**src/rtl/ps2_key_decoder.sv**
```systemverilog
// ps2_key_decoder
// Receives PS/2 device frames (start, 8 data bits LSB first, odd parity,
// stop) and tracks the make code of the key currently held down.
// Optional build macro: PS2_PARITY_CHECK_EN. When it is defined, frames with
// even parity over data+parity are rejected. When it is undefined, the parity
// bit is consumed and ignored.
//
// state  | meaning
// -------+--------------------------------------------------------------
// IDLE   | waiting for a start bit (falling edge with data low)
// DATA   | shifting in the 8 payload bits, LSB first
// PARITY | consuming the parity bit
// STOP   | judging the stop bit and handing the byte to the decoder

module ps2_key_decoder #(
  parameter int unsigned TIMEOUT_CYCLES = 100000,
  parameter int unsigned SYNC_STAGES    = 2
) (
  input  logic       clk,
  input  logic       rst_n,
  input  logic       ps2_clk,
  input  logic       ps2_data,
  output logic [7:0] data,
  output logic       extended,
  output logic       byte_valid,
  output logic [7:0] raw_byte,
  output logic       frame_err
);

  localparam int unsigned TO_W = $clog2(TIMEOUT_CYCLES + 1);
  localparam logic [TO_W-1:0] TO_MAX = TO_W'(TIMEOUT_CYCLES);

  localparam logic [7:0] CODE_EXT = 8'hE0;
  localparam logic [7:0] CODE_BRK = 8'hF0;

  typedef enum logic [1:0] {
    ST_IDLE   = 2'd0,
    ST_DATA   = 2'd1,
    ST_PARITY = 2'd2,
    ST_STOP   = 2'd3
  } state_t;

  state_t state_q, state_d;

  logic [SYNC_STAGES-1:0] clk_sync_q;
  logic [SYNC_STAGES-1:0] dat_sync_q;
  logic                   clk_prev_q;
  logic                   ps2_clk_s;
  logic                   ps2_data_s;
  logic                   fall;

  logic [TO_W-1:0] to_cnt_q, to_cnt_d;
  logic            timeout;

  logic [2:0] bit_cnt_q, bit_cnt_d;
  logic [7:0] shift_q, shift_d;
  logic       parity_good;

  logic       frame_ok;
  logic       frame_bad;

  logic [7:0] data_q, data_d;
  logic       ext_q, ext_d;
  logic [7:0] raw_q, raw_d;
  logic       bv_q, bv_d;
  logic       ferr_q, ferr_d;
  logic       ext_pend_q, ext_pend_d;
  logic       brk_pend_q, brk_pend_d;

  // Synchronise both PS/2 lines into clk and remember the previous clock level.
  always_ff @(posedge clk or negedge rst_n) begin
    if (!rst_n) begin
      clk_sync_q <= '1;
      dat_sync_q <= '1;
      clk_prev_q <= 1'b1;
    end else begin
      clk_sync_q <= {clk_sync_q[SYNC_STAGES-2:0], ps2_clk};
      dat_sync_q <= {dat_sync_q[SYNC_STAGES-2:0], ps2_data};
      clk_prev_q <= ps2_clk_s;
    end
  end

  assign ps2_clk_s  = clk_sync_q[SYNC_STAGES-1];
  assign ps2_data_s = dat_sync_q[SYNC_STAGES-1];
  assign fall       = clk_prev_q & ~ps2_clk_s;

  // Frame abandon timer: cycles since the last falling edge while mid-frame.
  always_comb begin
    to_cnt_d = to_cnt_q;
    if ((state_q == ST_IDLE) || fall) begin
      to_cnt_d = '0;
    end else if (to_cnt_q != TO_MAX) begin
      to_cnt_d = to_cnt_q + TO_W'(1);
    end
  end

  assign timeout = (state_q != ST_IDLE) && (to_cnt_q == TO_MAX);

  // FSM state register.
  always_ff @(posedge clk or negedge rst_n) begin
    if (!rst_n) begin
      state_q <= ST_IDLE;
    end else begin
      state_q <= state_d;
    end
  end

  // FSM next-state logic; an expired timer wins over a coincident edge.
  always_comb begin
    state_d = state_q;
    if (timeout) begin
      state_d = ST_IDLE;
    end else if (fall) begin
      unique case (state_q)
        ST_IDLE:   if (!ps2_data_s) state_d = ST_DATA;
        ST_DATA:   if (bit_cnt_q == 3'd7) state_d = ST_PARITY;
        ST_PARITY: state_d = ST_STOP;
        ST_STOP:   state_d = ST_IDLE;
        default:   state_d = ST_IDLE;
      endcase
    end
  end

  // Bit counter and shift register advance on sampled edges only.
  always_comb begin
    bit_cnt_d = bit_cnt_q;
    shift_d   = shift_q;
    if (fall && !timeout) begin
      unique case (state_q)
        ST_IDLE: bit_cnt_d = 3'd0;
        ST_DATA: begin
          shift_d   = {ps2_data_s, shift_q[7:1]};
          bit_cnt_d = bit_cnt_q + 3'd1;
        end
        default: ;
      endcase
    end
  end

`ifdef PS2_PARITY_CHECK_EN
  logic parity_q, parity_d;

  // Parity bit capture, only kept when it is actually judged.
  always_comb begin
    parity_d = parity_q;
    if (fall && !timeout && (state_q == ST_PARITY)) begin
      parity_d = ps2_data_s;
    end
  end

  // Parity register.
  always_ff @(posedge clk or negedge rst_n) begin
    if (!rst_n) begin
      parity_q <= 1'b0;
    end else begin
      parity_q <= parity_d;
    end
  end

  assign parity_good = ^{shift_q, parity_q};
`else
  assign parity_good = 1'b1;
`endif

  // FSM outputs: frame verdicts, asserted in the cycle of the deciding event.
  always_comb begin
    frame_ok  = 1'b0;
    frame_bad = 1'b0;
    if (timeout) begin
      frame_bad = 1'b1;
    end else if (fall) begin
      unique case (state_q)
        ST_IDLE: if (ps2_data_s) frame_bad = 1'b1;
        ST_STOP: begin
          if (ps2_data_s && parity_good) frame_ok  = 1'b1;
          else                           frame_bad = 1'b1;
        end
        default: ;
      endcase
    end
  end

  // Key tracking: prefix bytes arm flags, other bytes press or release a key.
  always_comb begin
    data_d     = data_q;
    ext_d      = ext_q;
    raw_d      = raw_q;
    ext_pend_d = ext_pend_q;
    brk_pend_d = brk_pend_q;
    bv_d       = frame_ok;
    ferr_d     = frame_bad;
    if (frame_ok) begin
      raw_d = shift_q;
      if (shift_q == CODE_EXT) begin
        ext_pend_d = 1'b1;
      end else if (shift_q == CODE_BRK) begin
        brk_pend_d = 1'b1;
      end else begin
        if (!brk_pend_q) begin
          data_d = shift_q;
          ext_d  = ext_pend_q;
        end else if ((shift_q == data_q) && (ext_pend_q == ext_q)) begin
          data_d = 8'h00;
          ext_d  = 1'b0;
        end
        ext_pend_d = 1'b0;
        brk_pend_d = 1'b0;
      end
    end else if (frame_bad) begin
      ext_pend_d = 1'b0;
      brk_pend_d = 1'b0;
    end
  end

  // Datapath and output registers.
  always_ff @(posedge clk or negedge rst_n) begin
    if (!rst_n) begin
      to_cnt_q   <= '0;
      bit_cnt_q  <= 3'd0;
      shift_q    <= 8'h00;
      data_q     <= 8'h00;
      ext_q      <= 1'b0;
      raw_q      <= 8'h00;
      bv_q       <= 1'b0;
      ferr_q     <= 1'b0;
      ext_pend_q <= 1'b0;
      brk_pend_q <= 1'b0;
    end else begin
      to_cnt_q   <= to_cnt_d;
      bit_cnt_q  <= bit_cnt_d;
      shift_q    <= shift_d;
      data_q     <= data_d;
      ext_q      <= ext_d;
      raw_q      <= raw_d;
      bv_q       <= bv_d;
      ferr_q     <= ferr_d;
      ext_pend_q <= ext_pend_d;
      brk_pend_q <= brk_pend_d;
    end
  end

  assign data       = data_q;
  assign extended   = ext_q;
  assign raw_byte   = raw_q;
  assign byte_valid = bv_q;
  assign frame_err  = ferr_q;

endmodule

```
**config.mk**
```make
export PLATFORM = sky130hd
export DESIGN_NAME = ps2_key_decoder
export DESIGN_NICKNAME = d
export VERILOG_FILES = /design/src/rtl/ps2_key_decoder.sv
export SDC_FILE = /design/constraint.sdc
export NUM_CORES = 1
export LEC_CHECK = 0
export ABC_AREA = 1
export CAP_MARGIN = 25
export CORE_ASPECT_RATIO = 0.75
export CORE_UTILIZATION = 52
export DETAILED_ROUTE_END_ITERATION = 6
export HOLD_SLACK_MARGIN = 0.02
export PLACE_DENSITY = 0.8
export SYNTH_ARGS = -nofsm -noshare
export SYNTH_HDL_FRONTEND = slang
export SYNTH_SLANG_ARGS = --single-unit
```
**constraint.sdc**
```tcl
create_clock -name clk -period 1.7 [get_ports clk]
set_input_delay 0.34 -clock clk [delete_from_list [all_inputs] [get_ports clk]]
set_output_delay 0.34 -clock clk [all_outputs]
set_load 0.05 [all_outputs]
```
==> results.txt <==
The ratio of total power to cell area came out at around 1200 nW/µm². The initial cell density of the core came out at 0.5559. The worst max-slew margin expressed relative to the limit came out at 0.7087. IR analysis of the VDD net gives a maximum drop of 814.2 µV. The layout has 417 filler cells. The delay of the slowest critical-path stage came out at 0.42 ns. The number of max-slew violations in the final report came to 0. The post-route minimum period is between 1.5 and 2 ns.

The proportion of netlist area held by the largest area contributor came out at 0.4582. Counting both buffers and inverters, the worst setup path holds a total of 3. The longest clock path from root to sink contains 2 buffers. The maximum number of pins on one net before global-route repair is 57.

After detailed routing, no signal wire sits above met4. The number of rows in the core area came out at 22. The total standard cell area after synthesis is between 2000 and 3000 µm². The combinational share of power came out at 0.410.

The total count of hold-check failures in the final report is 0. The initial antenna violation count was 0. The share of total power dissipated in sequential elements is 0.417. The count of antenna diodes in the layout came out at 0.

The antenna violation net count after detailed routing is 0. The final layout contains 393 nets. The die is 86.51 µm wide.

The clock tree from TritonCTS is yes. The critical path start-end classification is reg -> reg. The worst path required time is just under 2 ns.

Of all nets on the critical path, the largest fanout is 6. The slew at the pin closest to its max-slew limit came out at about 0.44 ns. The count of warnings emitted by yosys is 0. The final estimated routing congestion in global placement came out at ~0.86. The tree is rooted in a sky130_fd_sc_hd__clkbuf_8. The half-perimeter wire length after detailed placement is 4028 µm. The number of register bits inferred by synthesis is 56. The count of buffers inserted at the top-level ports is 22. The number of levels the H-tree was split into came out at 2. The number of cells on the critical path came out at 10. 23 I/O pins were placed.

The upper clock frequency limit is approximately 610 MHz. Counting instances in the post-synthesis netlist gives the leading cell types as sky130_fd_sc_hd__nand2_1 (77), sky130_fd_sc_hd__dfrtp_1 (51), sky130_fd_sc_hd__nor2_1 (42), sky130_fd_sc_hd__inv_1 (39), sky130_fd_sc_hd__o21ai_0 (27). Using the TritonRoute via totals, the vias-per-cell ratio works out to just over 5.

Overall power consumption after layout is estimated at 4.225 mW. The leakage power came out at 1.717 nW. The routed wirelength normalized by instance count is between 10 and 15 µm. The clock network fraction of total power is 0.173. The met2 wire length is 2818 µm.

The setup clock skew after layout is ~0.014 ns. In this run the power spent charging and discharging nets is 1.700 mW. The worst min-delay path class is in -> async. The synthesized netlist contains 28 unique library cells. The data arrival time of the critical path is 1.87 ns. The area enclosed by the die boundary came out at approximately 5700 µm². sky130_fd_sc_hd__nand2_1 is the most common cell in the netlist.

The overall track demand over capacity in global routing is 0.2104. The kind of cell with the highest combined delay along the critical path is simple AND/OR/NAND/NOR gates. The violation count after the first detailed-route iteration came out at 187. The share of synthesized area occupied by flip-flops and latches came out at 0.5054. For this run, design rule violations remaining after detail routing come to 0.

By area the synthesized netlist is led by sky130_fd_sc_hd__dfrtp_1 (46%), sky130_fd_sc_hd__nand2_1 (10%), sky130_fd_sc_hd__nor2_1 (5.7%), sky130_fd_sc_hd__inv_1 (5.3%), sky130_fd_sc_hd__o21ai_0 (4.9%). Of the cells placed in the final design, the portion with a size suffix greater than 1 is 0.2572. From synthesis to final layout, the design area changed by 23.99%. The run finished with clean final reports. The number of nets in the synthesized netlist is 338. The startpoint type of the worst setup path is a flip-flop.

The first-pass GRT wire length is 9094 µm. The final instance count without filler cells is 453. The met3 wire length is around 280 µm.

The total via count after detailed routing came out at 2308. The multi-input combinational cells in the finished layout cover a total of 1300 µm². The vertical die dimension came out at 65.38 µm.

The leading area contributor after synthesis is sky130_fd_sc_hd__dfrtp_1. The wire length on met1 is 2822 µm. The count of TritonRoute iterations in the first routing pass is 4. The total wire length after detailed routing is 5949 µm. The worst setup path is captured at a flip-flop. The number of enable flip-flop cells after synthesis is 0. The number of global-route vias before repair was 2000.

The final critical-path share of the clock period is 0.9675. The core outline area came out at 5010 µm². For this run the aggregate overflow at the end of global routing stands at 0. The clock buffer count from CTS came out at 5. The count of hold buffers inserted by post-cts repair came out at 0.

Of the total power, the share spent switching nets is 0.4024. The clock transition at the registers of the reported paths is roughly 0.11 ns. The register area is about 1400 µm².

The total instance count after detailed placement came out at around 430. Setup repair after global routing could not meet its margin everywhere. The number of instances in the synthesized netlist came out at 325. Traced cell by cell, the critical path runs through inv_2 > ha_4 > nand3_2 > nor2_4 > nand4_4 > nand2_8 > buf_4 > buf_4 > nand2_1 > o21ai_0. Counting flops with an async set or reset pin after synthesis yields a share of 1.000. The max-cap check violation count is 0. The slowest stage of the critical path is the sky130_fd_sc_hd__dfrtp_1 cell.

CTS saw 56 sinks. Setup violations remaining at the end of the flow were counted as 0. The mean area per synthesized cell came out at 8.570 µm². Among the stages of the critical path, the cell type that occurs most often is sky130_fd_sc_hd__buf_4.

The insertion delay to the later sink of the worst-skew pair came out at 0.31 ns. The most used flip-flop cell after synthesis is sky130_fd_sc_hd__dfrtp_1. The internal cell power came out at ~2.5 mW. Measured in cells, the most critical reg-to-reg path has a length of 10.
-- final cells by class --
| type | instances | share of cell area |
|---|---|---|
| Tap cell | 72 | 0.02609 |
| Timing Repair Buffer | 50 | 0.1196 |
| Multi-Input combinational cell | 226 | 0.3765 |
| Clock inverter | 2 | 0.004710 |
| Clock buffer | 6 | 0.02101 |
| Sequential cell | 56 | 0.4076 |
| Inverter | 41 | 0.04457 |
-- power by group through the flow --
stage               logic [mW]  clock network (mW)  registers (mW)
floorplan                0.728                   0            2.03
global placement          1.45                   0            1.77
detailed placement        1.50                   0            1.78
CTS                       1.51               0.751            1.75
global route              1.91               0.812            1.78
finish                    1.73               0.732            1.76
-- final timing paths --
check                                   start             to  slack [ns]
worst max-delay path              to_cnt_q[0]     shift_q[7]        0.06
worst min-delay path                    rst_n   to_cnt_q[16]        0.01
worst max register to register    to_cnt_q[0]     shift_q[7]        0.06
worst min register to register  clk_sync_q[0]  clk_sync_q[1]        0.36
max in group asynchronous               rst_n  dat_sync_q[1]        1.40
min in group clk                clk_sync_q[0]  clk_sync_q[1]        0.36
-- state kept, by name (all words and copies together) (netlist names) --
name        flops
byte_valid      1
bit_cnt_q       3
data            8
shift_q         8
clk_sync_q      2
state_q         2
dat_sync_q      2
clk_prev_q      1
brk_pend_q      1
to_cnt_q       17
raw_byte        8
ext_pend_q      1
extended        1
frame_err       1
-- cells by family after synthesis --
group | count (synthesis) | share of synthesized area
adders and majority gates | 9 | 0.04043
AOI/OAI and AO/OA | 37 | 0.06918
muxes | 1 | 0.004043
and+or+nand+nor | 163 | 0.2709
buffers and inverters | 45 | 0.06604
xor gates and xnor gates | 14 | 0.04403
DFF | 56 | 0.5054
-- stage by stage --
step	hold WS [ns]	worst slack, ns	util	setup TNS [ns]	cell area [µm²]
5_1_grt	0.02110	-0.04980	0.6893	-0.4548	3453
4_1_cts	0.02144	-0.01464	0.6469	-0.02986	3241
3_3_place_gp	0.3458	0.06217	0.6244	0	3128
2_1_floorplan	0.04441	0.1368	-	0	2785
6_report	0.01142	0.05525	0.6893	0	3453
3_5_place_dp	0.3498	-0.02299	0.6244	-0.06857	3128
-- placed cells by master, fill, tap and decap left out, drive strengths merged --
| cell | instances |
|---|---|
| nand2 | 85 |
| dfrtp | 51 |
| buf | 48 |
| nor2 | 47 |
| inv | 41 |
| o21ai | 28 |
| nand3 | 23 |
| ha | 9 |
| xor2 | 8 |
| a21oi | 7 |
| xnor2 | 6 |
| nor3 | 6 |
| clkbuf | 6 |
| dfstp | 5 |
| nand4 | 4 |
| clkdlybuf4s50 | 2 |
| o211ai | 1 |
| a31oi | 1 |
| mux2 | 1 |
| clkinvlp | 1 |
| clkinv | 1 |
-- per-layer routing --
layer / GRT usage / vias to the layer above
met5: 0 / -
met4: 0.05625 / 0
met3: 0.04146 / 4
met2: 0.3294 / 50
met1: 0.3004 / 1116
li1: - / 1138
-- worst reg2reg max path, delay by kind of cell, from the launching register on --
| family | cells | cell delay (ns) |
|---|---|---|
| flops | 1 | 0.42 |
| fa+ha+maj | 1 | 0.13 |
| buf+inv | 3 | 0.34 |
| compound gates | 1 | 0.07 |
| simple gates | 5 | 0.62 |
-- repair_timing --
| action | CTS | global route |
|---|---|---|
| setup endpoints to repair | 8 | 44 |
| buffers inserted | 2 | 14 |
| resized for setup | 1 | 28 |
| gates cloned | 0 | 2 |
| pin swaps | 2 | 7 |
Note: power is estimated with default switching activity, not from simulation.
